$ cat src/rtl/cordic_hyp_iter.sv
// Iterative hyperbolic CORDIC on sign-magnitude words: one micro-rotation per
// clock, shift index 1..ITERS with indices 4 and 13 executed twice.
module cordic_hyp_iter #(
  parameter int WIDTH = 32,
  parameter int ITERS = 16,
  parameter int IDXW  = 5
) (
  input  logic             clk,
  input  logic             rst,
  input  logic             start,
  input  logic             mode,
  input  logic [WIDTH-1:0] x_in,
  input  logic [WIDTH-1:0] y_in,
  input  logic [WIDTH-1:0] z_in,
  output logic [IDXW-1:0]  lut_idx,
  input  logic [WIDTH-1:0] lut_val,
  output logic             busy,
  output logic             done,
  output logic [WIDTH-1:0] x_out,
  output logic [WIDTH-1:0] y_out,
  output logic [WIDTH-1:0] z_out,
  output logic             ovf
);

  localparam int MW = WIDTH - 1;
  localparam logic [IDXW-1:0] LAST_IDX = IDXW'(ITERS);
  localparam logic [IDXW-1:0] REP_A    = IDXW'(4);
  localparam logic [IDXW-1:0] REP_B    = IDXW'(13);

  typedef enum logic [1:0] {IDLE, RUN, DONE} state_t;

  state_t          state, state_nxt;
  logic [IDXW-1:0] idx;
  logic            rep;
  logic            mode_r;
  logic            accept;
  logic            dup;
  logic            last;
  logic            dir_pos;
  logic [WIDTH:0]  x_sum, y_sum, z_sum;

  // Sign-magnitude add with magnitude saturation; returns {saturated, result}.
  // A zero magnitude always comes out with a positive sign.
  function automatic logic [WIDTH:0] sm_add(input logic [WIDTH-1:0] a,
                                            input logic [WIDTH-1:0] b);
    logic [MW:0]   sum;
    logic [MW-1:0] mag;
    logic          sgn;
    logic          sat;
    sum = '0;
    sat = 1'b0;
    if (a[MW] == b[MW]) begin
      sum = {1'b0, a[MW-1:0]} + {1'b0, b[MW-1:0]};
      sgn = a[MW];
      if (sum[MW]) begin
        mag = '1;
        sat = 1'b1;
      end else begin
        mag = sum[MW-1:0];
      end
    end else if (a[MW-1:0] >= b[MW-1:0]) begin
      mag = a[MW-1:0] - b[MW-1:0];
      sgn = a[MW];
    end else begin
      mag = b[MW-1:0] - a[MW-1:0];
      sgn = b[MW];
    end
    if (mag == '0) sgn = 1'b0;
    return {sat, sgn, mag};
  endfunction

  // Shift the magnitude right, sign untouched.
  function automatic logic [WIDTH-1:0] sm_shr(input logic [WIDTH-1:0] a,
                                              input logic [IDXW-1:0]  sh);
    return {a[MW], a[MW-1:0] >> sh};
  endfunction

  // Conditionally negate by flipping the sign bit.
  function automatic logic [WIDTH-1:0] sm_flip(input logic [WIDTH-1:0] a,
                                               input logic             flip);
    return {a[MW] ^ flip, a[MW-1:0]};
  endfunction

  // Strictly negative: a negative zero counts as non-negative.
  function automatic logic sm_is_neg(input logic [WIDTH-1:0] a);
    return a[MW] & (|a[MW-1:0]);
  endfunction

  // Canonicalise negative zero to positive zero.
  function automatic logic [WIDTH-1:0] sm_clean(input logic [WIDTH-1:0] a);
    return (a[MW-1:0] == '0) ? '0 : a;
  endfunction

  assign accept  = start && (state == IDLE || state == DONE);
  assign dup     = (idx == REP_A || idx == REP_B) && !rep;
  assign last    = (idx == LAST_IDX) && !dup;
  assign busy    = (state == RUN);
  assign done    = (state == DONE);
  assign lut_idx = (state == RUN) ? idx : '0;

  // Micro-rotation: direction and all three updates from current registers.
  always_comb begin
    dir_pos = mode_r ? !sm_is_neg(z_out) : sm_is_neg(y_out);
    x_sum   = sm_add(x_out, sm_flip(sm_shr(y_out, idx), !dir_pos));
    y_sum   = sm_add(y_out, sm_flip(sm_shr(x_out, idx), !dir_pos));
    z_sum   = sm_add(z_out, sm_flip(lut_val, dir_pos));
  end

  // Next-state logic for IDLE -> RUN -> DONE.
  always_comb begin
    state_nxt = state;
    case (state)
      IDLE:    if (start) state_nxt = RUN;
      RUN:     if (last)  state_nxt = DONE;
      DONE:    state_nxt = start ? RUN : IDLE;
      default: state_nxt = IDLE;
    endcase
  end

  // Control: state, shift index sequencing, latched mode, sticky overflow.
  always_ff @(posedge clk) begin
    if (rst) begin
      state  <= IDLE;
      idx    <= '0;
      rep    <= 1'b0;
      mode_r <= 1'b0;
      ovf    <= 1'b0;
    end else begin
      state <= state_nxt;
      if (accept) begin
        idx    <= IDXW'(1);
        rep    <= 1'b0;
        mode_r <= mode;
        ovf    <= 1'b0;
      end else if (state == RUN) begin
        ovf <= ovf | x_sum[WIDTH] | y_sum[WIDTH] | z_sum[WIDTH];
        if (dup) begin
          rep <= 1'b1;
        end else begin
          rep <= 1'b0;
          idx <= idx + IDXW'(1);
        end
      end
    end
  end

  // Datapath: operands loaded on accept, updated once per RUN cycle, held otherwise.
  always_ff @(posedge clk) begin
    if (rst) begin
      x_out <= '0;
      y_out <= '0;
      z_out <= '0;
    end else if (accept) begin
      x_out <= sm_clean(x_in);
      y_out <= sm_clean(y_in);
      z_out <= sm_clean(z_in);
    end else if (state == RUN) begin
      x_out <= x_sum[WIDTH-1:0];
      y_out <= y_sum[WIDTH-1:0];
      z_out <= z_sum[WIDTH-1:0];
    end
  end

endmodule
$ cat config.mk
export PLATFORM = sky130hd
export DESIGN_NAME = cordic_hyp_iter
export DESIGN_NICKNAME = d
export VERILOG_FILES = /design/src/rtl/cordic_hyp_iter.sv
export SDC_FILE = /design/constraint.sdc
export NUM_CORES = 1
export LEC_CHECK = 0
export CAP_MARGIN = 30
export CORE_MARGIN = 5
export CORE_UTILIZATION = 40
export CTS_CLUSTER_DIAMETER = 60
export DETAILED_ROUTE_END_ITERATION = 7
export GPL_ROUTABILITY_DRIVEN = 0
export HOLD_SLACK_MARGIN = 0.06
export PLACE_DENSITY_LB_ADDON = 0.12
export RECOVER_POWER = 50
export SLEW_MARGIN = 0
export SYNTH_ARGS = -nofsm -noshare
export SYNTH_HDL_FRONTEND = slang
export SYNTH_SLANG_ARGS = --single-unit
$ cat constraint.sdc
create_clock -name clk -period 9 [get_ports clk]
set_clock_uncertainty 0.2 [all_clocks]
set_input_delay 1.8 -clock clk [delete_from_list [all_inputs] [get_ports clk]]
set_output_delay 1.8 -clock clk [all_outputs]
set_load 0.01 [all_outputs]
==> results of run 1 <==
[worst max-delay path, delay by kind of cell, from the launching register on]
family | cells | cell delay (ps)
buf+inv | 3 | 830
simple gates | 4 | 1220
flops | 1 | 820
compound gates | 12 | 3450
mux | 2 | 620
fa+ha+maj | 1 | 450
[cell usage in the layout, fill, tap and decap left out, types with 17 or more instances in the layout]
cell type	netlist	layout
buf_4	2	35
or3_1	23	23
clkdlybuf4s50_1	0	138
o211ai_1	46	46
a31oi_1	30	30
o21a_1	38	38
mux2i_1	66	66
nor3_1	59	58
mux4_2	37	37
nor2b_1	35	34
nand4_1	53	53
ha_1	299	299
a211o_1	17	17
a21oi_1	418	418
mux2_2	30	30
a311oi_1	32	32
a22oi_1	17	17
nand2b_1	39	38
nand3_1	75	75
nor4_1	67	67
and3_1	27	27
a221o_1	20	20
or2_2	31	31
a221oi_1	45	45
dfxtp_1	106	101
and2_1	24	24
o22ai_1	23	23
inv_1	287	286
a21o_1	41	41
o21ai_0	220	220
nor2_1	330	327
xnor2_1	49	49
dlygate4sd3_1	0	96
xor2_1	31	30
nand2_1	291	291
o21bai_1	54	54
a211oi_1	99	99
o31ai_1	26	26
[cell families (layout without fill, tap and decap cells)]
kind of cell,count (synthesis),after routing,synth area share
AOI/OAI and AO/OA,1296,1296,0.350
and+or+nand+nor,1099,1099,0.215
buffers and inverters,517,583,0.0820
adders and majority gates,308,308,0.161
muxes,133,133,0.0752
DFF,106,106,0.0872
xor gates and xnor gates,81,81,0.0295
other,0,3,0
[metal layers]
layer  track usage  vias up  share of wire
li1              -    13200              -
met1         0.451    13700           0.43
met2         0.495     1689           0.42
met3        0.0557      282          0.099
met4         0.136        0          0.049
met5             0        -              0
[worst paths after layout]
| check | to | slack, ps | depth (start not counted) |
|---|---|---|---|
| worst min register to register | rep$_SDFFE_PP0P_ | 270 | 2 |
| worst max-delay path | x_out[31]$_SDFFE_PP0P_ | 1270 | 22 |
| worst max register to register | x_out[31]$_SDFFE_PP0P_ | 1270 | 22 |
| worst min-delay path | rep$_SDFFE_PP0P_ | 270 | 2 |
[registers in the layout (all words and copies together) (netlist names)]
name,flops
x_out,32
z_out,32
y_out,32
ovf,1
rep,1
state,2
mode_r,1
idx,5
[final cells by class]
| type | instances | area [sq um] |
|---|---|---|
| multi-input combinational | 2917 | 20300 |
| inverter | 292 | 1100 |
| sequential | 106 | 2130 |
| tap | 782 | 978 |
| antenna | 3 | 7.51 |
| timing repair buffer | 275 | 2680 |
| clock buffer | 10 | 229 |
| clock inverter | 6 | 95.1 |
| fill | 6353 | 32900 |
[where the power goes]
part	internal (W)	switching (W)	leakage [nW]
logic	0.00190	0.00345	10.7
registers	0.000539	0.000218	0.880
clock network	0.000249	0.000251	0.158
[stage by stage]
| stage | setup WS [ps] | utilization | total power (W) | cells | hold WS, ps |
|---|---|---|---|---|---|
| final | 1270 | 0.456 | 0.00660 | 4391 | 272 |
| after global routing | 929 | 0.455 | 0.00695 | 4389 | 291 |
| after global placement | 1480 | 0.450 | 0.00593 | 4370 | 252 |
| after detailed placement | 1470 | 0.450 | 0.00588 | 4370 | 256 |
| after CTS | 1440 | 0.455 | 0.00641 | 4386 | 269 |
| after floorplan | 2530 | - | 0.00422 | 3540 | 237 |
==> flow_metrics.py, run 1 <==
metrics = {
    "timing": {
        "timing.slew.headroom": -1.29,
        "max_slew.worst_pin.slew_ps": 3440,
        "fmaxAchievable_mhz": 129,
        "setup_viol": 0,
        "tns_ps": 0,
        "total_count_of_max_transition_violations_in_the_final_report": 122,
        "finalCriticalPeriod_ps": 7730,
        "report.final.hold_viol_count": 0,
        "setup_repair_after_global_routing_missed_its_margin": "no",
        "final.period_utilization": 0.859,
    },
    "route": {
        "drtIter0Drc": 3580,
        "remaining_drc_errors": 0,
        "detailroute.via_count": 28800,
        "detail_route.vias_per_cell": 6.56,
        "wirelength_mm": 114,
        "count_of_antenna_violating_nets_left_after_detailed_routing": 0,
        "wire_per_inst_um": 26.0,
        "dr.pass1.iters": 6,
    },
    "floorplanning": {
        "core.rowCount": 90,
        "boundaryPins": 236,
        "die_area_sq_mm": 0.0659,
        "die_height_um": 257,
        "initial_utilization": 0.403,
        "die_w_um": 257,
        "placeableCoreArea_sq_mm": 0.0604,
    },
    "final_layout": {
        "syn2layout_area_growth_pct": 13.0,
        "design_area_sq_mm": 0.0275,
        "fin_nets": 4041,
        "post_route_cells_drive_above_1_share": 0.0541,
    },
    "clocking": {
        "post_cts.repair.setup_buffers": 0,
        "ctsLongestPathBuffers": 2,
        "cts.sinks": 106,
        "tritoncts_clock_tree": "yes",
        "cts_hold_repair.buffers": 0,
        "clock_root_buffer": "clkbuf_16",
        "numCtsBuffers": 9,
        "cts_resized": 0,
        "insertion_delay_ps": 420,
        "clk_transition_reported_paths_ps": 90,
        "htree_levels": 3,
    },
    "yosys": {
        "netlist_instances": 3540,
        "ys_top_cells_by_area": "ha_1 (15%), dfxtp_1 (8.7%), a21oi_1 (8.6%), nor2_1 (5.1%), o21ai_0 (4.5%)",
        "synthDominantAreaCellType": "ha_1",
        "ys_warn_count": 0,
        "syn_nets": 3980,
        "synth.avg_cell_area_sq_um": 6.88,
        "synth.top_cell.area_share": 0.154,
        "mappedNetlistArea_sq_mm": 0.0243,
        "edff_count_synth": 0,
        "synth-seq-cells": 106,
        "synth_common_cells": "a21oi_1 (418), nor2_1 (330), ha_1 (299), nand2_1 (291), inv_1 (287)",
        "sequential_to_total_area_share_from_yosys_stat": 0.0872,
        "synth.lib_cells_used.distinct": 92,
        "yosys.cell_count.top_type": "a21oi_1",
        "postSynth.asyncResetShare": 0,
        "synth_flop_cell": "dfxtp_1",
    },
    "setup_path": {
        "critical_path_peak_fanout": 63,
        "worstSetupEndpointType": "register",
        "worstPathRequired_ps": 9110,
        "cp_data_arrival_time_ps": 7830,
        "criticalPathCategory": "register to register",
        "timing.critical_path.from": "idx[1]$_SDFFE_PP0P_",
        "timing.critical_path.from_type": "register",
        "maximum_single_stage_delay_on_the_critical_path_ps": 960,
        "cp_slowest_cell": "a2111oi_0",
        "worstPathCellList": "buf_4, mux4_2, and2_1, a211o_1, o21ai_0, mux2_2, inv_1, ha_1, o21ai_0, a21oi_1, o311a_1, o21ai_0, and3_1, buf_4, nand2_1, a31oi_1, a221oi_1, a21oi_1, nand4_1, a2111oi_0, a41o_1, a21oi_1",
        "r2r_start": "idx[1]$_SDFFE_PP0P_",
    },
    "grt": {
        "track_usage": 0.324,
        "grt_start_max_net_pins": 71,
        "initial_antenna_violation_count": 2,
        "globalRouteOverflowTotal": 0,
        "number_of_global_route_vias_before_repair": 26600,
        "grt_pass1_wl_mm": 169,
    },
    "power": {
        "worst_ir_drop_vdd_mv": 0.126,
        "power.density_mw_per_mm2": 240,
        "power.static_leakage_nw": 11.7,
    },
    "hold_path": {
        "holdCritStartpoint": "rep$_SDFFE_PP0P_",
        "hold_path_class": "register to register",
    },
    "outcome": {
        "outcome": "finished with violations",
        "violations": "max-capacitance violations, max-slew violations",
    },
    "job": {
        "timing.max_cap.violations": 3,
    },
    "placed_design": {
        "postPlaceCellArea_sq_mm": 0.0271,
        "detailedPlacementHpwl_mm": 89.5,
        "port_buffers": 235,
    },
}
No activity file was read; power rests on OpenSTA's default activity.
==> run 2: changes to the inputs <==
--- a/config.mk
+++ b/config.mk
@@ -6,6 +6,7 @@
 export NUM_CORES = 1
 export LEC_CHECK = 0
 export CAP_MARGIN = 30
+export CORE_ASPECT_RATIO = 0.7
 export CORE_MARGIN = 5
 export CORE_UTILIZATION = 40
 export CTS_CLUSTER_DIAMETER = 60
==> run 2 against run 1 <==
  * The run still ends with max-capacitance violations, max-slew violations left
  * Clock-buffer cell count up 2
  * Utilization rose by 0.26 points
  * Cell area hardly changed
  * Combinational power rose by 3%
  * Non-clock buffer count grew 5
  * Flip-flop and latch count did not move
  * Power grew 1.7%
  * Cell count grew 0.73%
  * Maximum frequency fell by 12%
  * Critical path type unchanged
==> flow_metrics.py, run 2 (same netlist as run 1, synthesis figures left out) <==
metrics = {
    "power": {
        "relative_contribution_of_the_clock_network_to_total_power": 0.068,
        "cellInternalPower_w": 0.00265,
        "power.static_leakage_nw": 11.7,
        "worst_ir_drop_vdd_mv": 0.0990,
        "power.share.sequential": 0.113,
        "switchingPower_w": 0.00407,
        "sw_frac_of_total": 0.606,
        "power.density_mw_per_mm2": 244,
        "pwr-share-comb": 0.820,
    },
    "setup_path": {
        "timing.critical_path.from": "idx[0]$_SDFFE_PP0P_",
        "r2r_start": "idx[0]$_SDFFE_PP0P_",
        "worstPathRequired_ps": 8960,
        "worstSetupEndpointType": "register",
        "cp_data_arrival_time_ps": 8770,
        "timing.critical_path.from_type": "register",
        "criticalPathCategory": "register to register",
        "critical_path_peak_fanout": 39,
    },
    "final_layout": {
        "layout_commonest_cell": "a21oi_1",
        "biggestRegsByFlops": "x_out x32, y_out x32, z_out x32",
        "mostFrequentLayoutCells": "a21oi_1 (418), nor2_1 (327), ha_1 (299), nand2_1 (291), inv_1 (286)",
        "multi_input_comb_area_sq_mm": 0.0203,
        "syn2layout_area_growth_pct": 13.0,
        "ff_latch_area_sq_mm": 0.00213,
        "fin_nets": 4046,
        "post_route_cells_drive_above_1_share": 0.0554,
        "total_of_fill_cells_in_the_finished_design": 6253,
    },
    "placed_design": {
        "port_buffers": 235,
        "detailedPlacementHpwl_mm": 93.9,
    },
    "clocking": {
        "htree_levels": 3,
        "cts_resized": 0,
        "clock_root_buffer": "clkbuf_16",
        "post_cts.repair.setup_buffers": 0,
        "numCtsBuffers": 9,
        "insertion_delay_ps": 420,
        "cts_hold_repair.buffers": 0,
        "tritoncts_clock_tree": "yes",
        "ctsLongestPathBuffers": 2,
        "cts.sinks": 106,
        "clk_transition_reported_paths_ps": 80,
    },
    "outcome": {
        "outcome": "finished with violations",
        "violations": "max-capacitance violations, max-slew violations",
    },
    "hold_path": {
        "hold_path_class": "register to register",
        "holdCritStartpoint": "rep$_SDFFE_PP0P_",
    },
    "floorplanning": {
        "initial_utilization": 0.405,
        "die_area_sq_mm": 0.0660,
        "core.rowCount": 75,
        "placeableCoreArea_sq_mm": 0.0601,
        "die_height_um": 216,
        "boundaryPins": 236,
        "die_w_um": 305,
    },
    "timing": {
        "setup_viol": 0,
        "tns_ps": 0,
        "final.period_utilization": 0.979,
        "fmaxAchievable_mhz": 113,
        "total_count_of_max_transition_violations_in_the_final_report": 107,
        "worst_hold_slack_ps": 273,
        "report.final.hold_viol_count": 0,
        "max_slew.worst_pin.slew_ps": 3140,
        "setup_repair_after_global_routing_missed_its_margin": "no",
        "timing.slew.headroom": -1.09,
        "finalCriticalPeriod_ps": 8820,
    },
    "route": {
        "detail_route.vias_per_cell": 6.69,
        "wirelength_mm": 119,
        "detailroute.via_count": 29600,
        "drtIter0Drc": 4695,
        "dr.pass1.iters": 6,
        "count_of_antenna_violating_nets_left_after_detailed_routing": 0,
        "wire_per_inst_um": 26.9,
        "remaining_drc_errors": 0,
    },
    "grt": {
        "grt_pass1_wl_mm": 174,
        "globalRouteOverflowTotal": 0,
        "number_of_global_route_vias_before_repair": 26200,
        "track_usage": 0.336,
        "grt_start_max_net_pins": 71,
        "initial_antenna_violation_count": 5,
    },
    "job": {
        "timing.max_cap.violations": 3,
    },
}
run 2: worst max-delay path, stage by stage (launching register included):
cell	delay (ps)
dfxtp_4	710
buf_4	500
mux4_2	600
mux2i_1	210
nor2_1	80
a21oi_1	580
or2_2	260
inv_1	80
ha_1	390
nand2_1	180
o21ai_0	190
a2bb2oi_1	520
and3_1	670
nand2_1	650
o21ai_0	710
xor2_1	210
a22oi_1	130
nor4bb_1	850
nand4_1	150
or4_1	440
mux2i_1	160
nor4_1	60
run 2: per-layer routing:
layer	vias up	global-route usage	part of all wire
met5	-	0	0.00023
met3	270	0.111	0.14
met4	4	0.0947	0.037
met2	2105	0.442	0.37
met1	14000	0.512	0.46
li1	13200	-	-
run 2: power groups by stage:
stage	clock [W]	combinational (W)	sequential (W)
final	0.000454	0.00550	0.000757
after CTS	0.000454	0.00522	0.000750
after detailed placement	0	0.00519	0.000758
after floorplan	0	0.00353	0.000684
after global placement	0	0.00523	0.000762
after global routing	0.000471	0.00579	0.000763
run 2: path summary, 6_finish.rpt:
kind	slack [ps]	depth (start not counted)	endpoint
max reg2reg	180	21	y_out[31]$_SDFFE_PP0P_
min	270	2	rep$_SDFFE_PP0P_
max	180	21	y_out[31]$_SDFFE_PP0P_
min reg2reg	270	2	rep$_SDFFE_PP0P_
run 2: per-stage QoR:
step,std cells,cell area [sq um],util,setup slack [ps],total power [W]
6_report,4423,27500,0.458,185,0.00671
5_1_grt,4422,27500,0.458,74.7,0.00702
4_1_cts,4417,27500,0.458,996,0.00642
3_5_place_dp,4401,27200,0.453,1070,0.00595
3_3_place_gp,4399,27200,0.453,1050,0.00599
2_1_floorplan,3540,24300,-,2530,0.00422
run 2: cell type report:
| type | instances | share of cell area |
|---|---|---|
| clock inverter | 4 | 0.00118 |
| clock buffer | 12 | 0.00932 |
| timing repair buffer | 280 | 0.0977 |
| antenna | 4 | 0.000364 |
| sequential | 106 | 0.0775 |
| multi-input combinational | 2917 | 0.737 |
| tap | 808 | 0.0367 |
| inverter | 292 | 0.0399 |
